**config.mk**
```make
export PLATFORM = sky130hd
export DESIGN_NAME = input_conditioner
export DESIGN_NICKNAME = d
export VERILOG_FILES = /design/src/rtl/input_cond_pkg.sv /design/src/rtl/debounce_bit.sv /design/src/rtl/input_conditioner.sv
export SDC_FILE = /design/constraint.sdc
export NUM_CORES = 1
export LEC_CHECK = 0
export CORE_MARGIN = 2
export CORE_UTILIZATION = 40
export DETAILED_ROUTE_END_ITERATION = 8
export DONT_BUFFER_PORTS = 1
export PLACE_DENSITY_LB_ADDON = 0.2
export SYNTH_ARGS = -nofsm -noshare
export SYNTH_HDL_FRONTEND = slang
export SYNTH_SLANG_ARGS = --single-unit
```
**constraint.sdc**
```tcl
create_clock -name clk -period 2.9 [get_ports clk]
set_clock_uncertainty 0.05 [all_clocks]
set_input_delay 0.29 -clock clk [delete_from_list [all_inputs] [get_ports clk]]
set_output_delay 0.29 -clock clk [all_outputs]
set_load 0.02 [all_outputs]
```
**src/rtl/input_cond_pkg.sv**
```systemverilog
// rtl/input_cond_pkg.sv - shared button FSM type, default timings and button indices for input_conditioner
package input_cond_pkg;

    typedef enum logic [1:0] {
        BTN_IDLE   = 2'd0,
        BTN_HELD   = 2'd1,
        BTN_REPEAT = 2'd2
    } btn_state_t;

    localparam int DB_CYCLES_DEF     = 1_000_000;
    localparam int HOLD_CYCLES_DEF   = 25_000_000;
    localparam int REPEAT_CYCLES_DEF = 10_000_000;

    localparam int HOURS   = 0;
    localparam int MINUTES = 1;

    // Counter width able to hold n-1, never narrower than one bit.
    function automatic int cnt_width(input int n);
        return (n > 1) ? $clog2(n) : 1;
    endfunction

endpackage

```
**src/rtl/debounce_bit.sv**
```systemverilog
// rtl/debounce_bit.sv - two-flop synchronizer followed by a restart-on-bounce debounce counter
module debounce_bit
    import input_cond_pkg::*;
#(
    parameter int DB_CYCLES = DB_CYCLES_DEF
) (
    input  logic clk,
    input  logic reset,
    input  logic raw,
    output logic stable
);

    localparam int            CW      = cnt_width(DB_CYCLES);
    localparam logic [CW-1:0] CNT_MAX = CW'(DB_CYCLES - 1);

    logic          meta;
    logic          sync;
    logic [CW-1:0] cnt;

    always_ff @(posedge clk or negedge reset) begin
        if (!reset) begin
            meta <= 1'b0;
            sync <= 1'b0;
        end else begin
            meta <= raw;
            sync <= meta;
        end
    end

    // Any sample matching the current level throws away the partial count.
    always_ff @(posedge clk or negedge reset) begin
        if (!reset) begin
            cnt    <= '0;
            stable <= 1'b0;
        end else if (sync == stable) begin
            cnt <= '0;
        end else if (cnt == CNT_MAX) begin
            stable <= sync;
            cnt    <= '0;
        end else begin
            cnt <= cnt + 1'b1;
        end
    end

endmodule

```
**src/rtl/input_conditioner.sv**
```systemverilog
// rtl/input_conditioner.sv - debounced switches and buttons with press pulses; auto-repeat under INPUT_CONDITIONER_AUTOREPEAT_EN
module input_conditioner
    import input_cond_pkg::*;
#(
    parameter int DB_CYCLES     = DB_CYCLES_DEF,
    parameter int HOLD_CYCLES   = HOLD_CYCLES_DEF,
    parameter int REPEAT_CYCLES = REPEAT_CYCLES_DEF
) (
    input  logic       clk,
    input  logic       reset,
    input  logic [3:0] sw_raw,
    input  logic [1:0] btn_raw_n,
    output logic [3:0] sw_stable,
    output logic [1:0] btn_level,
    output logic [1:0] btn_pulse
);

    localparam int NBTN = MINUTES + 1;

    // Pulses could merge into a constant high level below these limits.
    if (DB_CYCLES < 1 || HOLD_CYCLES < 2 || REPEAT_CYCLES < 2) begin : g_param_check
        $error("input_conditioner: timing parameters out of range");
    end

    for (genvar i = 0; i < 4; i++) begin : g_sw
        debounce_bit #(.DB_CYCLES(DB_CYCLES)) u_db (
            .clk    (clk),
            .reset  (reset),
            .raw    (sw_raw[i]),
            .stable (sw_stable[i])
        );
    end

    for (genvar i = 0; i < NBTN; i++) begin : g_btn
        btn_state_t state;
        btn_state_t state_nxt;
        logic       level;
        logic       pulse;

`ifdef INPUT_CONDITIONER_AUTOREPEAT_EN
        localparam int            HW       = cnt_width(HOLD_CYCLES);
        localparam int            RW       = cnt_width(REPEAT_CYCLES);
        localparam logic [HW-1:0] HOLD_MAX = HW'(HOLD_CYCLES - 1);
        localparam logic [RW-1:0] REP_MAX  = RW'(REPEAT_CYCLES - 1);

        logic [HW-1:0] hold_cnt;
        logic [HW-1:0] hold_nxt;
        logic [RW-1:0] rep_cnt;
        logic [RW-1:0] rep_nxt;
`endif

        // Buttons are inverted up front so that a cleared synchronizer means released.
        debounce_bit #(.DB_CYCLES(DB_CYCLES)) u_db (
            .clk    (clk),
            .reset  (reset),
            .raw    (~btn_raw_n[i]),
            .stable (btn_level[i])
        );

        assign level        = btn_level[i];
        assign btn_pulse[i] = pulse;

        always_ff @(posedge clk or negedge reset) begin
            if (!reset) begin
                state <= BTN_IDLE;
`ifdef INPUT_CONDITIONER_AUTOREPEAT_EN
                hold_cnt <= '0;
                rep_cnt  <= '0;
`endif
            end else begin
                state <= state_nxt;
`ifdef INPUT_CONDITIONER_AUTOREPEAT_EN
                hold_cnt <= hold_nxt;
                rep_cnt  <= rep_nxt;
`endif
            end
        end

        // Counters default to zero so every state that does not count clears them.
        always_comb begin
            state_nxt = state;
            pulse     = 1'b0;
`ifdef INPUT_CONDITIONER_AUTOREPEAT_EN
            hold_nxt  = '0;
            rep_nxt   = '0;
`endif
            case (state)
                BTN_IDLE: begin
                    if (level) begin
                        state_nxt = BTN_HELD;
                        pulse     = 1'b1;
                    end
                end
                BTN_HELD: begin
                    if (!level) begin
                        state_nxt = BTN_IDLE;
                    end
`ifdef INPUT_CONDITIONER_AUTOREPEAT_EN
                    else if (hold_cnt == HOLD_MAX) begin
                        state_nxt = BTN_REPEAT;
                        pulse     = 1'b1;
                    end else begin
                        hold_nxt = hold_cnt + 1'b1;
                    end
`endif
                end
`ifdef INPUT_CONDITIONER_AUTOREPEAT_EN
                BTN_REPEAT: begin
                    if (!level) begin
                        state_nxt = BTN_IDLE;
                    end else if (rep_cnt == REP_MAX) begin
                        pulse = 1'b1;
                    end else begin
                        rep_nxt = rep_cnt + 1'b1;
                    end
                end
`endif
                default: state_nxt = BTN_IDLE;
            endcase
        end
    end

endmodule

```
==> impl_metrics.json <==
{
  "setup_viol": 0,
  "ctsLongestPathBuffers": 2,
  "netlist_instances": 677,
  "worstSetupStartpointType": "register",
  "critPathCaptureType": "register",
  "cts_resized": 0,
  "ios": 16,
  "post-route-drc-count": 0,
  "io_buffers": 0,
  "floorplan.initialDensity_pct": 40.9,
  "crit_type": "register to register",
  "status": "finished with violations",
  "ctsHtreeMaxLevel": 4,
  "failed_checks": "hold timing",
  "synth_warnings": 0,
  "fmax_mhz": 448,
  "final_cell_mix": "dfrtp_1 (140), nor2_1 (103), xnor2_1 (58)",
  "hold_path.class": "primary input to asynchronous set/reset pin",
  "fill_cells": 1510,
  "ir_worst_vdd_mv": 0.461,
  "synth_cell_types": 46,
  "diodes": 0,
  "numCtsBuffers": 17,
  "final_common_cell": "dfrtp_1",
  "ant_nets": 0,
  "dp_hpwl_um": 8000,
  "place_area_um2": 6970,
  "critical_path_required_ns": 3.15,
  "root_buffer": "clkbuf_16",
  "p_per_area_nw_per_um2": 573,
  "vias_per_cell": 5.21,
  "cap_viol_max_count": 0,
  "post-route-util_pct": 46.4,
  "crit_fanout": 6,
  "antenna_found_initial": 0,
  "syn_to_final_growth_pct": 13.4,
  "wire_per_inst_um": 13.1,
  "tns_ns": 0,
  "tightest_slew_ns": 0.746,
  "clk_pin_slew_worst_paths_ns": 0.06,
  "rows": 47,
  "async_flop_share_pct": 100,
  "fp.dieW_um": 134,
  "synthFlopType": "dfrtp_1",
  "grt_pass1_vias": 4754,
  "cts_tree": "built",
  "drt_first_pass_iters": 4,
  "hold_ws_ns": -0.470,
  "final_cells": 920,
  "final.min_clock_period_ns": 2.23,
  "numPlacedInstances": 882,
  "slew_headroom_pct": 50.3,
  "num_vias": 4792,
  "postCtsSetupBuffers": 0,
  "grt_max_degree": 141,
  "synth.net_count": 693,
  "drive_gt1_share_pct": 9.14,
  "p_leak_nw": 2.99,
  "dr.first_iter.drc_count": 244,
  "design_area_um2": 7660,
  "gr-total-overflow": 0,
  "grt_first_pass_wirelength_um": 21600,
  "cts.sinks": 140,
  "core_um2": 16500,
  "wl_um": 12100,
  "drv_slew": 0,
  "insertion_delay_ns": 0.42,
  "min_period_over_period_pct": 77.0,
  "place.gp.congestion": 0.771,
  "die_area_um2": 17900,
  "rsz0062_at_grt": "false",
  "track_usage_pct": 14.8,
  "ys_ff_latch": 140,
  "ctsHoldBuffers": 6,
  "synth_area_um2": 6760,
  "hold_viol": 140,
  "synth_edf_count": 0,
  "cp.arrival_ns": 2.49,
  "final_nets": 703,
  "die_y_um": 134,
  "avgSynthCellArea_um2": 9.98,
  "yosysSeqAreaShare_pct": 51.9
}
## state kept, by name (all words and copies together) (netlist names)
register,flops
g_sw.u_db.stable,4
g_btn.u_db.meta,2
g_btn.state,2
g_btn.u_db.stable,2
g_btn.u_db.sync,2
g_sw.u_db.meta,4
g_btn.u_db.cnt,40
g_sw.u_db.cnt,80
g_sw.u_db.sync,4
## synth_stat cells (9+ instances only)
| master | instances | area, um^2 |
|---|---|---|
| nor4_1 | 20 | 125 |
| or4_1 | 17 | 128 |
| nor3_1 | 23 | 115 |
| nand4_1 | 19 | 119 |
| buf_4 | 9 | 67.6 |
| xnor2_1 | 58 | 508 |
| nand3_1 | 46 | 230 |
| a21oi_1 | 29 | 145 |
| o31ai_1 | 11 | 82.6 |
| inv_1 | 28 | 105 |
| nor2_1 | 103 | 387 |
| xor2_1 | 26 | 228 |
| dfrtp_1 | 140 | 3500 |
| or3_1 | 13 | 81.3 |
| o21ai_0 | 17 | 85.1 |
| nand2_1 | 34 | 128 |
## per-layer routing
metal | part of all wire, % | up-vias | routed length (um) | track usage (%)
met5 | 0 | - | 0 | 0
met3 | 2.7 | 14 | 330 | 3.78
met4 | 1.7 | 0 | 208 | 6.68
met1 | 47 | 2336 | 5660 | 18.3
li1 | - | 2391 | - | -
met2 | 49 | 51 | 5880 | 24.4
## power breakdown
part | leakage (nW) | switching (mW) | internal, mW
combinational | 0.773 | 0.0485 | 0.0363
clock | 0.304 | 0.829 | 1.47
sequential | 1.91 | 0.0268 | 1.98
## logic make-up (layout without fill, tap and decap cells)
logic type	Yosys count	in the layout	synth area share, %
xor+xnor	84	84	10.9
flops	140	140	51.9
simple gates	319	319	24.7
mux	11	11	1.74
fa+ha+maj	8	8	1.48
buf+inv	50	73	3.46
compound gates	65	65	5.83
## cell type report
type	count	area (um^2)	area share, %
Sequential cell	140	3500	45.7
Multi-Input combinational cell	487	3030	39.6
Clock buffer	19	443	5.78
Tap cell	220	275	3.59
Clock inverter	13	189	2.47
Timing Repair Buffer	13	113	1.47
Inverter	28	105	1.37
## critical path, stage by stage, from the launching register on
cell and delay (ns):
dfrtp_1 0.44, or4b_1 0.54, or4_4 0.52, nor2_1 0.22, mux2_2 0.36
## path summary, 6_finish.rpt
path	startpoint	end	slack (ns)	depth (start not counted)
min	reset	g_sw[1].u_db.sync	-0.47	0
min in group clk	g_sw[0].u_db.meta	g_sw[0].u_db.sync	0.30	0
max in group asynchronous	reset	g_sw[3].u_db.cnt[3]	3.08	0
max	g_sw[3].u_db.cnt[12]	g_sw[3].u_db.stable	0.67	4
min reg2reg	g_sw[0].u_db.meta	g_sw[0].u_db.sync	0.30	0
max reg2reg	g_sw[3].u_db.cnt[12]	g_sw[3].u_db.stable	0.67	4
## metrics by stage
stage	power [mW]	worst slack [ns]
2_1_floorplan	2.10	0.773
3_3_place_gp	2.12	0.706
3_5_place_dp	2.13	0.642
4_1_cts	4.47	0.637
5_1_grt	4.57	0.484
6_report	4.39	0.666
Power figures use the tool's default switching activity.
